### src/rtl/buffer_fifo_pkg.sv
// rtl/buffer_fifo_pkg.sv - handshake event decode shared by the FWFT FIFO controller
package buffer_fifo_pkg;

    typedef struct packed {
        logic accept;
        logic issue;
        logic pop;
    } fifo_ev_t;

    // Issue refills the output register whenever RAM holds a word and the slot is free or draining.
    function automatic fifo_ev_t decode_ev(
        input logic in_valid,
        input logic in_ready,
        input logic out_valid,
        input logic out_ready,
        input logic ram_nonempty
    );
        fifo_ev_t ev;
        ev.accept = in_valid & in_ready;
        ev.issue  = ram_nonempty & (~out_valid | out_ready);
        ev.pop    = out_valid & out_ready;
        return ev;
    endfunction

endpackage

### src/rtl/buffer_fifo_buffer.sv
// rtl/buffer_fifo_buffer.sv - simple dual-port RAM macro with registered read data
module buffer #(
    parameter int addrLen = 6,
    parameter int dataLen = 32,
    parameter int memSize = 1 << addrLen
) (
    input  logic               clk,
    input  logic               wrt,
    input  logic [addrLen-1:0] wrt_addr,
    input  logic [dataLen-1:0] data_in,
    input  logic               rd_en,
    input  logic [addrLen-1:0] rd_addr,
    output logic [dataLen-1:0] data_out
);

    logic [dataLen-1:0] mem [memSize];

    always_ff @(posedge clk) begin
        if (wrt) begin
            mem[wrt_addr] <= data_in;
        end
        if (rd_en) begin
            data_out <= mem[rd_addr];
        end
    end

endmodule

### src/rtl/buffer_fifo.sv
// rtl/buffer_fifo.sv - first-word-fall-through FIFO controller around the buffer RAM
module buffer_fifo
    import buffer_fifo_pkg::*;
#(
    parameter int addrLen = 6,
    parameter int dataLen = 32,
    parameter int memSize = 1 << addrLen
) (
    input  logic               clk,
    input  logic               reset,
    input  logic               clear,
    input  logic               in_valid,
    output logic               in_ready,
    input  logic [dataLen-1:0] in_data,
    output logic               out_valid,
    input  logic               out_ready,
    output logic [dataLen-1:0] out_data,
    output logic [addrLen:0]   count,
    output logic               full,
    output logic               empty
);

    localparam logic [addrLen:0] FULL_CNT = (addrLen + 1)'(memSize);

    logic [addrLen-1:0] wr_ptr;
    logic [addrLen-1:0] rd_ptr;
    logic [addrLen:0]   ram_cnt;
    logic               wrt;
    logic               rd_en;
    fifo_ev_t           ev;

    assign in_ready = (ram_cnt != FULL_CNT);
    assign ev       = decode_ev(in_valid, in_ready, out_valid, out_ready, ram_cnt != '0);

    // A flush cycle must not disturb RAM or the output register.
    assign wrt   = ev.accept & ~clear;
    assign rd_en = ev.issue & ~clear;

    buffer #(
        .addrLen (addrLen),
        .dataLen (dataLen),
        .memSize (memSize)
    ) u_buffer (
        .clk      (clk),
        .wrt      (wrt),
        .wrt_addr (wr_ptr),
        .data_in  (in_data),
        .rd_en    (rd_en),
        .rd_addr  (rd_ptr),
        .data_out (out_data)
    );

    always_ff @(posedge clk or negedge reset) begin
        if (!reset) begin
            wr_ptr    <= '0;
            rd_ptr    <= '0;
            ram_cnt   <= '0;
            out_valid <= 1'b0;
        end else if (clear) begin
            wr_ptr    <= '0;
            rd_ptr    <= '0;
            ram_cnt   <= '0;
            out_valid <= 1'b0;
        end else begin
            if (ev.accept) begin
                wr_ptr <= wr_ptr + 1'b1;
            end
            if (ev.issue) begin
                rd_ptr <= rd_ptr + 1'b1;
            end
            case ({ev.accept, ev.issue})
                2'b10:   ram_cnt <= ram_cnt + 1'b1;
                2'b01:   ram_cnt <= ram_cnt - 1'b1;
                default: ram_cnt <= ram_cnt;
            endcase
            if (ev.issue) begin
                out_valid <= 1'b1;
            end else if (ev.pop) begin
                out_valid <= 1'b0;
            end
        end
    end

    assign count = ram_cnt + {{addrLen{1'b0}}, out_valid};
    assign full  = (ram_cnt == FULL_CNT);
    assign empty = (count == '0);

endmodule

### config.mk
export PLATFORM = sky130hd
export DESIGN_NAME = buffer_fifo
export DESIGN_NICKNAME = d
export VERILOG_FILES = /design/src/rtl/buffer_fifo_pkg.sv /design/src/rtl/buffer_fifo_buffer.sv /design/src/rtl/buffer_fifo.sv
export SDC_FILE = /design/constraint.sdc
export NUM_CORES = 2
export LEC_CHECK = 0
export CAP_MARGIN = 20
export CELL_PAD_IN_SITES_DETAIL_PLACEMENT = 0
export CELL_PAD_IN_SITES_GLOBAL_PLACEMENT = 1
export CORE_UTILIZATION = 35
export CTS_BUF_LIST = sky130_fd_sc_hd__clkbuf_16
export DETAILED_ROUTE_END_ITERATION = 10
export PLACE_DENSITY = 0.58
export SKIP_LAST_GASP = 1
export SLEW_MARGIN = 5
export SYNTH_ARGS = -nofsm -noshare
export SYNTH_HDL_FRONTEND = slang
export SYNTH_HIERARCHICAL = 1
export SYNTH_SLANG_ARGS = --single-unit
### constraint.sdc
create_clock -name clk -period 4.8 [get_ports clk]
set_input_delay 0.48 -clock clk [delete_from_list [all_inputs] [get_ports clk]]
set_output_delay 0.48 -clock clk [all_outputs]
set_load 0.05 [all_outputs]
==> After elaboration in Yosys (flattened, before gate mapping) <==
Memory sizes are Yosys's and may differ from the RTL's. A register that Yosys moved wholly into a read port is not among the register bits.
Index checks and enable logic that the tools add are counted.
{ "word_totals": {"ff_bits": 20, "latch_bits": 0, "mem_bits_rw": 2048, "romBits": 0, "in_bits": 37, "out_inout_bits": 43, "word_cells": 39, "mem_count": 1} }
{ "memory_table": {"columns": ["memory", "depth", "width", "read_ports", "rd_ports_with_merged_regs", "wr", "line", "source"], "rows": [
  ["u_buffer.mem", 64, 32, 1, 1, 1, "buffer_fifo_buffer.sv:16", "logic [dataLen-1:0] mem [memSize];"]
]} }
{ "op_classes": {"add_sub_neg": 5, "n_mul": 0, "div": 0, "magnitude_cmp": 0, "n_eq_ne": 4, "shifts": 0, "muxes": 11, "n_bitwise": 8, "n_reduce_logical": 6} }
{ "ops": {"columns": ["operator", "count"], "rows": [
  ["$mux 6", 4],
  ["$pmux 7 s2", 1],
  ["$add 6x1->6 const B", 2],
  ["$add 7x1->7", 1],
  ["$add 7x1->7 const B", 1],
  ["$eq 7x7->1 const B", 1],
  ["$logic_not 7->1", 1],
  ["$mux 7", 1],
  ["$ne 7x7->1 const B", 1],
  ["$reduce_bool 7->1", 1],
  ["$sub 7x1->7 const B", 1],
  ["$reduce_bool 3->1", 2],
  ["$and 1x1->1", 5],
  ["$mux 1", 5],
  ["$reduce_bool 2->1", 2],
  ["$eq 2x1->1 const B", 1],
  ["$eq 2x2->1 const B", 1],
  ["$not 1->1", 2],
  ["$or 1x1->1", 1]
]} }

==> Logic depth before layout (Yosys ltp) <==
{ "logic_depth": {"depth_word": 6, "depth_mapped": 10, "mapped_depth_nobuf": 9} }

==> Hierarchy <==
The synthesis kept the hierarchy.
{ "modules_own_cells": {"columns": ["module", "instances", "cells_per_inst", "area_each_um2"], "rows": [
  ["buffer", 1, 3324, 78835.6],
  ["buffer_fifo", 1, 133, 1330.0]
]} }

==> Worst setup path before layout <==
OpenSTA, ideal clock, no wires.
{ "synth_timing": {"path_type": "reg-to-reg", "startpoint": "reg ram_cnt[1]", "endpoint": "mem u_buffer.mem[48][0], enable pin", "setup_ns": 0.461, "arrival_ns": 4.283, "t_required_ns": 4.339, "path_slack_ns": 0.056, "path_stages_with_launch": 8, "cell_sequence": "dfrtp_1 nor4_4 nand3_1 inv_2 nor3_1 nor2b_1 nand4b_1 nor3_1"} }
{ "synth_between": {"elab_chain_len": 5} }
{ "synth_lines": {"columns": ["item", "line", "source"], "rows": [
  ["from (decl)", "buffer_fifo.sv:27", "logic [addrLen:0] ram_cnt;"],
  ["from (signal assigned)", "buffer_fifo.sv:72", "2'b10: ram_cnt <= ram_cnt + 1'b1;"],
  ["from (signal assigned)", "buffer_fifo.sv:73", "2'b01: ram_cnt <= ram_cnt - 1'b1;"],
  ["from (signal assigned)", "buffer_fifo.sv:74", "default: ram_cnt <= ram_cnt;"],
  ["$ne 7x7->1", "buffer_fifo.sv:32", "assign in_ready = (ram_cnt != FULL_CNT);"],
  ["net in_ready", "buffer_fifo.sv:13", "output logic in_ready,"],
  ["$and 1x1->1", "buffer_fifo_pkg.sv:19", "ev.accept = in_valid & in_ready;"],
  ["$and 1x1->1", "buffer_fifo.sv:36", "assign wrt = ev.accept & ~clear;"],
  ["net wrt", "buffer_fifo.sv:28", "logic wrt;"],
  ["$mux 1", "buffer_fifo_buffer.sv:19", "if (wrt) begin"],
  ["$mux 1 (not written as such)", "buffer_fifo_buffer.sv:20", "mem[wrt_addr] <= data_in;"],
  ["to (decl)", "buffer_fifo_buffer.sv:16", null]
]} }
The timed path passes the listed nets, and every way through them passes these cells.

==> Worst setup path in the final report <==
{ "layout_timing": {"startpoint": "reg ram_cnt[0]", "endpoint": "out empty"} }
{ "layout_between": {"elab_chain_len": 2} }
{ "layout_lines": {"columns": ["item", "line", "source"], "rows": [
  ["$add 7x1->7", "buffer_fifo.sv:84", "assign count = ram_cnt + {{addrLen{1'b0}}, out_valid};"],
  ["$logic_not 7->1", "buffer_fifo.sv:86", "assign empty = (count == '0);"],
  ["to (decl)", "buffer_fifo.sv:20", "output logic empty"]
]} }
No other way between the ends.

==> flow_summary.json <==
{
  "synth.mux.area_fraction_pct": 16.5,
  "worstRegToRegCells": 6,
  "post_synth_and_or_nand_nor_area_fraction_pct": 1.59,
  "die_w_um": 481,
  "timing.slew.headroom_pct": 29.1,
  "r2r_end": "u_buffer/data_out[15]",
  "design.die.area_um2": 231000,
  "tritoncts.num_buffers": 213,
  "cts.htree.levels": 4,
  "die_height_um": 481,
  "worstSkewPairLatency_ns": 0.85,
  "synth-edff-count": 2080,
  "max_cap_viol_count": 0,
  "globalplace.congestion": 0.763,
  "p_sw_mw": 12.4,
  "fin_cells": 6940,
  "run_status": "finished clean",
  "setup_tns_ns": 0,
  "synth.distinct_cells": 59,
  "timing.critical_path.mode_cell": "ha_1",
  "syn-mean-instance-area_um2": 23.2,
  "drt_pass1_iterations": 5,
  "worst_clock_skew_ns": 0.0581,
  "antenna_violations_before_repair": 12,
  "intPower_mw": 33.6,
  "hold_path.class": "input port to flip-flop",
  "io_pins": 80,
  "layout.cells.most_common_list": "2,080 x edfxtp_1, 544 x mux4_2, 214 x clkbuf_16",
  "largest_net_degree_at_the_start_of_global_routing": 76,
  "tritoncts": "done",
  "postSynthRegisterBits": 2100,
  "dpl.cell_count": 6522,
  "least_margin_pin_slew_ns": 1.06,
  "synth.yosys.seq_area_share_pct": 78.5,
  "synthAdderAreaFrac_pct": 0.165,
  "clock_power_share_pct": 34.4,
  "detailedPlacementHpwl_mm": 121,
  "worst-path-max-fanout": 6,
  "cts_sinks": 2100,
  "reg2reg_setup_slack_ns": 0.99,
  "report.final.hold_viol_count": 0,
  "grt_first_pass_wirelength_mm": 299,
  "seq_power_share_pct": 45.3,
  "crit_path_start_kind": "flip-flop",
  "critPathLaunch": "ram_cnt[0]",
  "ant_nets": 0,
  "routed_via_count": 37400,
  "finalMaxSlewViolations": 0,
  "initial_utilization_pct": 35.2,
  "reg2reg_from": "rd_ptr[1]",
  "postSynth.asyncResetShare_pct": 0.952,
  "count_of_buffers_added_by_post_cts_timing_repair_for_setup": 0,
  "cellLeakagePower_nw": 28.3,
  "period_share_pct": 80.4,
  "setup.worst_path.end_class": "output port",
  "peakVddDrop_mv": 0.435,
  "proportion_of_layout_cells_with_a_drive_suffix_above_1_pct": 28.8,
  "synthesis.instances": 3457,
  "remaining_global_route_overflow": 0,
  "synth_compound_area_share_pct": 1.87,
  "cp_num_cells": 6,
  "cts_resized": 0,
  "routed_wire_length_per_instance_um": 30.6,
  "rsz_0062_raised_after_global_routing": "false",
  "p_comb_share_pct": 20.3,
  "path_clk_slew_ns": 0.06,
  "synthToLayoutAreaGrowth_pct": 16.3,
  "grt_pass1_vias": 38500,
  "cts_buffer_depth": 3,
  "drcViolationCount": 0,
  "place_worst_setup_slack_ns": 0.318,
  "capturing_instance_or_port_of_the_critical_path": "empty",
  "grt_util_all_layers_pct": 18.4,
  "layout_setup_ws_ns": 0.943,
  "crit_type": "flip-flop to output port",
  "routed_wirelength_mm": 212,
  "critical-path-top-delay-family": "buffers and inverters",
  "worst_ep_required_time_ns": 4.32,
  "netlist_area_um2": 80200,
  "worstPathArrival_ns": 3.38,
  "drt-initial-drc-count": 3847,
  "n_fill_cell": 19700,
  "final_net_count": 3797,
  "power_per_cell_area_nw_per_um2": 494,
  "crit_slowest_cell": "clkdlybuf4s50_1",
  "setup_viol": 0,
  "synthesis.nets": 3504,
  "synth_warnings": 6,
  "critical_path_buf_inv_count": 1,
  "synthFlopType": "edfxtp_1",
  "period_needed_ns": 3.86,
  "cts-root-buf": "clkbuf_16",
  "coreArea_um2": 227000,
  "most_common_cell_after_layout_fill_and_taps_aside": "edfxtp_1",
  "yosys.area.top_type": "edfxtp_1",
  "switching_share_pct": 27.0,
  "timing.critical_path.cells": "ha_1, ha_1, xor2_1, or4_1, nor4_1, clkdlybuf4s50_1",
  "critical-path-max-stage-delay_ns": 0.85,
  "yosys.area_share.xor_xnor_pct": 0.197,
  "detail_route.vias_per_cell": 5.39,
  "std_cell_rows": 175,
  "synth.area.top_cells": "edfxtp_1 78%, mux4_2 15%, mux2i_1 1.2%, nor2_1 0.72%, o22ai_1 0.66%",
  "dominant_combinational_cell_family_by_area_after_synthesis": "multiplexers",
  "layout.core_utilization_pct": 41.0,
  "timing.fmax_mhz": 259,
  "portion_of_synthesized_cell_area_occupied_by_the_leading_cell_type_pct": 77.9,
  "io_buffer_count": 79
}
-- sequential cells by signal, indices dropped and copies added, names as in the netlist --
name,flops
ram_cnt,7
rd_ptr,6
out_valid,1
u_buffer/mem,2048
u_buffer/data_out,32
wr_ptr,6
-- logic make-up (layout without fill, tap and decap cells) --
group / after synthesis / in the layout
muxes: 641 / 641
adders and majority gates: 10 / 10
and+or+nand+nor: 275 / 275
other: 0 / 6
buffers and inverters: 189 / 657
AOI/OAI and AO/OA: 224 / 224
DFF: 2100 / 2100
xor gates and xnor gates: 18 / 18
-- routing by layer --
| metal | track usage (%) | vias to the layer above | routed length, µm |
|---|---|---|---|
| met5 | 0 | - | 13 |
| li1 | - | 15400 | - |
| met3 | 3.17 | 270 | 11800 |
| met1 | 25.7 | 20600 | 92100 |
| met2 | 30.2 | 1104 | 105000 |
| met4 | 4.09 | 2 | 4020 |
-- area by class of cell --
cell class | instances | area (µm²) | area share (%)
antenna | 6 | 15.0 | 0.0161
clock buffer | 214 | 5360 | 5.74
clock inverter | 176 | 1320 | 1.41
inverter | 3 | 11.3 | 0.0121
multi-input combinational | 1168 | 16800 | 18.0
sequential | 2100 | 63000 | 67.6
tap | 3009 | 3760 | 4.04
timing repair buffer | 264 | 3020 | 3.23
-- cell usage after synthesis (all sizes together) (4+ instances only) --
cell / count
buf: 110
a22oi: 12
o221ai: 27
o32ai: 4
clkbuf: 76
edfxtp: 2080
or3b: 5
nand2b: 10
ha: 9
dfrtp: 20
a31oi: 4
and3: 7
xor2: 11
nor2b: 18
nor2: 153
a41o: 4
xnor2: 7
nand3: 11
nor3: 11
mux2i: 96
mux4: 544
a311oi: 8
nand3b: 5
o22ai: 84
nand2: 35
nand4: 6
a21oi: 65
-- per-stage QoR --
| stage | area [µm²] | hold slack [ns] | total power [mW] |
|---|---|---|---|
| floorplan | 80200 | 0.184 | 27.7 |
| global placement | 86000 | 0.623 | 30.7 |
| detailed placement | 86100 | 0.631 | 30.8 |
| CTS | 92800 | 0.0155 | 46.6 |
| global route | 93200 | 0.0121 | 47.7 |
| finish | 93200 | 0.0392 | 46.0 |
-- power groups by stage --
stage / registers [mW] / clock network, mW / logic, mW
after floorplan: 21.3 / 0 / 6.43
after global placement: 21.3 / 0 / 9.46
after detailed placement: 21.3 / 0 / 9.49
after CTS: 20.9 / 16.2 / 9.51
after global routing: 20.9 / 16.8 / 9.96
final: 20.9 / 15.8 / 9.35
-- timing repair --
action                     4_1_cts  5_1_grt
hold endpoints to repair        10       10
setup endpoints to repair        0        0
hold buffers                     1        1
-- worst min-delay path by stage --
stage	from	endpoint	slack, ns	depth (start not counted)
after floorplan	reset	out_valid	0.18	0
after global placement	ram_cnt[4]	ram_cnt[4]	0.62	2
after detailed placement	ram_cnt[4]	ram_cnt[4]	0.63	2
after CTS	in_data[14]	u_buffer/mem[43][14]	0.02	1
after global routing	in_data[6]	u_buffer/mem[45][6]	0.01	1
final	in_data[25]	u_buffer/mem[31][25]	0.04	1
(Power assumes the default switching activity.)
